`config.mk`:
```
export PLATFORM = sky130hd
export DESIGN_NAME = uart_rx_ctrl
export DESIGN_NICKNAME = d
export VERILOG_FILES = /design/src/rtl/uart_rx_ctrl.sv
export SDC_FILE = /design/constraint.sdc
export NUM_CORES = 1
export LEC_CHECK = 0
export CAP_MARGIN = 20
export CORE_ASPECT_RATIO = 2
export CORE_UTILIZATION = 54
export CTS_CLUSTER_SIZE = 12
export DETAILED_ROUTE_END_ITERATION = 16
export GPL_TIMING_DRIVEN = 0
export PLACE_DENSITY = 0.79
export SKIP_LAST_GASP = 1
export SLEW_MARGIN = 40
export SYNTH_ARGS = -nofsm -noshare
export SYNTH_HDL_FRONTEND = slang
export SYNTH_SLANG_ARGS = --single-unit
```
`constraint.sdc`:
```
create_clock -name clk_i -period 3.7 [get_ports clk_i]
set_clock_uncertainty 0.15 [all_clocks]
set_input_delay 0.74 -clock clk_i [delete_from_list [all_inputs] [get_ports clk_i]]
set_output_delay 0.74 -clock clk_i [all_outputs]
set_load 0.03 [all_outputs]
```
`src/rtl/uart_rx_ctrl.sv`:
```
// uart_rx_ctrl: UART RX bus controller with baud tick generator, RX FIFO with
// overrun detection, software register file and level interrupt.
module uart_rx_ctrl #(
   parameter int DataWidth = 8,
   parameter int FifoDepth = 8,
   parameter int DivWidth  = 16,
   parameter int DivReset  = 867
) (
   input  logic                 clk_i,
   input  logic                 rst_i,
   output logic                 tick_o,
   input  logic                 rx_dv_i,
   input  logic [DataWidth-1:0] rx_data_i,
   input  logic                 req_i,
   input  logic                 we_i,
   input  logic [3:0]           addr_i,
   input  logic [31:0]          wdata_i,
   output logic [31:0]          rdata_o,
   output logic                 rvalid_o,
   output logic                 irq_o
);
   localparam int AW = $clog2(FifoDepth);
   localparam int CW = AW + 1;

   logic [DivWidth-1:0]  div_q, div_d, cnt_q, cnt_d;
   logic                 en_q, en_d, irq_en_q, irq_en_d, ovr_q, ovr_d;
   logic                 irq_q, irq_d, rvalid_q, div_wr_q;
   logic [AW-1:0]        rptr_q, rptr_d, wptr_q, wptr_d;
   logic [CW-1:0]        count_q, count_d;
   logic [31:0]          rdata_q, rdata_d;
   logic [DataWidth-1:0] mem_q [FifoDepth];
   logic [1:0]           idx;
   logic                 rd, wr_div, wr_ctrl, flush, clr_ovr, empty, full;
   logic                 pop, push_req, push, match;
   logic                 unused_bits;

   assign unused_bits = ^{wdata_i[31:DivWidth], addr_i[1:0]};

   always_comb begin
      idx      = addr_i[3:2];
      rd       = req_i & ~we_i;
      wr_div   = req_i & we_i & (idx == 2'd2);
      wr_ctrl  = req_i & we_i & (idx == 2'd3);
      flush    = wr_ctrl & wdata_i[3];
      clr_ovr  = wr_ctrl & wdata_i[2];
      empty    = count_q == '0;
      full     = count_q == CW'(FifoDepth);
      pop      = rd & (idx == 2'd0) & ~empty;
      push_req = rx_dv_i & en_q & ~flush;
      push     = push_req & (~full | pop);
      en_d     = wr_ctrl ? wdata_i[0] : en_q;
      irq_en_d = wr_ctrl ? wdata_i[1] : irq_en_q;
      div_d    = wr_div ? wdata_i[DivWidth-1:0] : div_q;
      match    = en_q & (cnt_q == div_q);
      // Counter restarts on disable, enable edge, divisor write or wrap.
      cnt_d    = (~en_q | ~en_d | wr_div | match) ? '0 : cnt_q + 1'b1;
      rptr_d   = flush ? '0 : rptr_q + AW'(pop);
      wptr_d   = flush ? '0 : wptr_q + AW'(push);
      count_d  = flush ? '0 : count_q + CW'(push) - CW'(pop);
      ovr_d    = (push_req & full & ~pop) | (ovr_q & ~clr_ovr);
      irq_d    = irq_en_d & ((count_d != '0) | ovr_d);
      rdata_d  = ~rd           ? rdata_q :
                 idx == 2'd0   ? (empty ? '0 : 32'(mem_q[rptr_q])) :
                 idx == 2'd1   ? 32'({count_q, 5'b0, ovr_q, full, ~empty}) :
                 idx == 2'd2   ? 32'(div_q) : {30'b0, irq_en_q, en_q};
   end

   always_ff @(posedge clk_i or posedge rst_i) begin
      if (rst_i) begin
         div_q    <= DivWidth'(DivReset);
         cnt_q    <= '0;
         en_q     <= 1'b1;
         irq_en_q <= 1'b0;
         ovr_q    <= 1'b0;
         irq_q    <= 1'b0;
         rvalid_q <= 1'b0;
         div_wr_q <= 1'b0;
         rptr_q   <= '0;
         wptr_q   <= '0;
         count_q  <= '0;
         rdata_q  <= '0;
      end else begin
         div_q    <= div_d;
         cnt_q    <= cnt_d;
         en_q     <= en_d;
         irq_en_q <= irq_en_d;
         ovr_q    <= ovr_d;
         irq_q    <= irq_d;
         rvalid_q <= rd;
         div_wr_q <= wr_div;
         rptr_q   <= rptr_d;
         wptr_q   <= wptr_d;
         count_q  <= count_d;
         rdata_q  <= rdata_d;
      end
   end

   always_ff @(posedge clk_i) begin
      if (push) mem_q[wptr_q] <= rx_data_i;
   end

   assign tick_o   = match & ~div_wr_q;
   assign rdata_o  = rdata_q;
   assign rvalid_o = rvalid_q;
   assign irq_o    = irq_q;
endmodule

```
==> results.md <==
* Post-Syn Area at 5700 um^2
* Maximum VDD drop at 452 uV
* Number of iterations in the first detailed-routing pass at 4
* Routed wire per std cell at approximately 19 um
* Headroom to the max-slew limit at 58.1%
* Worst-Skew Late Latency at between 0.4 and 0.5 ns
* Min cycle time layout at 3.61 ns
* Leakage Power at approximately 2.8 nW
* Number of sinks driven by the clock tree at approximately 130
* Buffer type at the clock tree root: clkbuf_16
* Initial standard-cell utilization of the core at 55.8%
* Pwr/cell area at 674 nW/um^2
* Setup ws final at 0.0941 ns
* Critical path endpoint category: register
* Yosys top cell by area: edfxtp_1
* Die boundary width at 74.7 um
* Number of antenna violations at the first check in global routing at 0
* Antenna viol nets, final at 0
* Xor and xnor fraction of the mapped netlist area at between 5 and 6%
* Distinct cell type count after synthesis at 55
* DRC errors left at 0
* Dominant combinational cell family by area after synthesis: multiplexers
* Die H at 147 um
* Clock buffers created by TritonCTS at 17
* Gr ovfl total at 0
* Data arrival time of the worst path at roughly 3.8 ns
* Post-DR vias/cell at 5.53
* Complex-gate fraction of the synthesized area at 5.05%
* Portion of synthesized cell area occupied by the leading cell type at 33.7%
* Transition time at the pin with the least slew margin at ~0.63 ns
* Register-to-Register Setup Slack at about 0.39 ns
* Number of DRC violations after detailed-routing iteration 0 at 226
* Nature of the critical path startpoint: input port
* Highest clock rate at between 0.2 and 0.3 GHz
* Maximum root-to-sink buffer count at 2
* Share of the core filled with cells at between 60% and 70%
* Placeable Area at 10200 um^2
* First-pass GRT wire length at 18600 um
* CP Max Fanout at 10
* Port buffer count at 48
* MaxCap Viol Count at 0
* Type of the tightest min-delay check: register to register
* Via count of the first global-routing pass at 3652
* Most repeated cell in the gate-level netlist after synthesis: edfxtp_1
* Number of nets in the finished design at 542
* HPWL reported at the end of detailed placement at 8390 um
* Vias at ~3500
* Adder-cell share of the synthesized area at 2.77%
* Share of async-settable or async-resettable flops after synthesis at 50.0%
* Number of flops mapped to enable cells by yosys at 64
* FF+latch count, synth at 128
* Simple-gate portion of the synthesized area at 9.17%
* Drt total wl at 12000 um
* I/O pin count at between 80 and 90
* Clock Pin Slew Worst Setup and Hold Paths at 0.06 ns
* Max-slew violation total from the final report at 0
* Share of synthesized area spent on multiplexers at between 10% and 20%
* Post-synthesis average cell area at 14.3 um^2
* Yosys warning total at 0
* Standard-cell row count at 52
* Final setup fails at 0
* Layout overhead on the synthesized area at 23.7%
* Hold Vio Cnt, Final at 0
* Final antenna diode count at 0
* Unrepaired setup endpoints after global routing: yes
* Post-route clock period utilization at around 100%
* Share of post-route cells with drive strength above 1 at 24.1%
* Status: completed
* Largest net degree at the start of global routing at 38
* Critical setup path kind: input port to register
* Combined global-route utilization of all metal layers at approximately a quarter
* Required time at the worst-slack endpoint at 3.84 ns
* Commonest cells in the synthesized netlist: 64 x edfxtp_1, 57 x dfrtp_1, 40 x nor2_1, 19 x mux2_2, 19 x xor2_1
* H-Tree Depth at 4
* Portion of the post-synthesis area used by sequential elements at just over 60%
* Total die area at 11000 um^2
* CTS tree: yes
* Setup WS pre-CTS at -0.345 ns
* Routability congestion estimate from global placement at between 0.8 and 0.9
* Synth Instances at around 400
* Top FF cell, synth: edfxtp_1
* Leading post-synthesis cells by cell area: edfxtp_1 34%, dfrtp_1 25%, mux4_2 5.9%, mux2_2 3.8%, dfstp_2 3.2%
what timing repair did:
| item | CTS | global route |
|---|---|---|
| endpoints found under the setup margin | 0 | 2 |
| buffers inserted | 0 | 0 |
| resized for setup | 0 | 3 |
| hold buffers | 0 | 0 |
where the power goes:
group / total [mW] / switching, mW / internal, mW
sequential: 1.90 / 0.175 / 1.73
clock: 1.64 / 0.635 / 1.00
combinational: 1.22 / 0.645 / 0.571
path summary, 6_finish.rpt:
check	cells after the start	to	startpoint
setup reg to reg	15	irq_o	count_q[2]
hold reg to reg	1	rdata_o[14]	rdata_o[14]
hold / removal	1	rdata_o[14]	rdata_o[14]
setup / recovery	15	irq_o	we_i
min in group asynchronous	2	count_q[1]	rst_i
max in group asynchronous	3	div_q[6]	rst_i
cell type report:
class	instances	area, um^2
flip-flops and latches	128	3530
clock inverters	14	154
inverters	13	65.1
fillers	755	3160
multi-input cells	242	2000
plain buffers	30	204
clock buffers	18	429
repair buffers	49	500
well taps	135	169
flip-flops by register name (all words and copies together), names as in the netlist:
signal / count
en_q: 1
mem_q: 64
div_q: 16
irq_o: 1
wptr_q: 3
irq_en_q: 1
div_wr_q: 1
ovr_q: 1
rdata_o: 16
rptr_q: 3
rvalid_o: 1
cnt_q: 16
count_q: 4
routing by layer:
metal / track usage, % / part of all wire [%]
met1: 23.7 / 35
met2: 44.5 / 58
met3: 4.94 / 3.2
met4: 12.1 / 4.0
met5: 0 / 0
per-stage QoR:
stage	hold slack, ns	power, mW	std cells	setup TNS (ns)	cell area, um^2
after global placement	0.337	3.03	596	-0.264	6410
after detailed placement	0.344	3.08	597	-1.02	6430
final	0.352	4.75	629	0	7050
after global routing	0.373	4.95	629	-0.00356	7050
after floorplan	0.309	2.72	413	0	5760
after CTS	0.356	4.74	629	0	7010
cells by family (layout without fill, tap and decap cells):
group | after synthesis | in the layout
adders and majority gates | 12 | 12
AOI/OAI and AO/OA | 36 | 36
xor gates and xnor gates | 34 | 34
and+or+nand+nor | 102 | 102
muxes | 42 | 42
other | 1 | 16
buffers and inverters | 43 | 124
DFF | 128 | 128
layout by cell type (no fill, tap or decap), drive strengths merged, types with 5 or more instances in the layout:
cell type,count
dfstp,7
buf,27
mux2,19
clkbuf,22
ha,11
o21ai,8
mux2i,8
xor2,19
clkinv,8
inv,16
a22oi,5
conb,16
edfxtp,64
nand2,18
dfrtp,57
nor2,42
and2,8
a221oi,6
nor2b,6
mux4,15
clkdlybuf4s50,48
xnor2,15
nand3,7
worst max-delay path, cell delays in order:
cell and delay [ns]:
clkdlybuf4s50_1 0.48, nand2b_1 0.19, buf_6 0.15, or4_4 0.41
buf_6 0.17, clkinv_8 0.06, o21ai_2 0.07, ha_1 0.18
inv_1 0.11, ha_1 0.25, a21o_1 0.19, a21oi_1 0.17
xnor2_1 0.14, nor2_1 0.10, o31a_1 0.33
No activity file was read; power rests on OpenSTA's default activity.
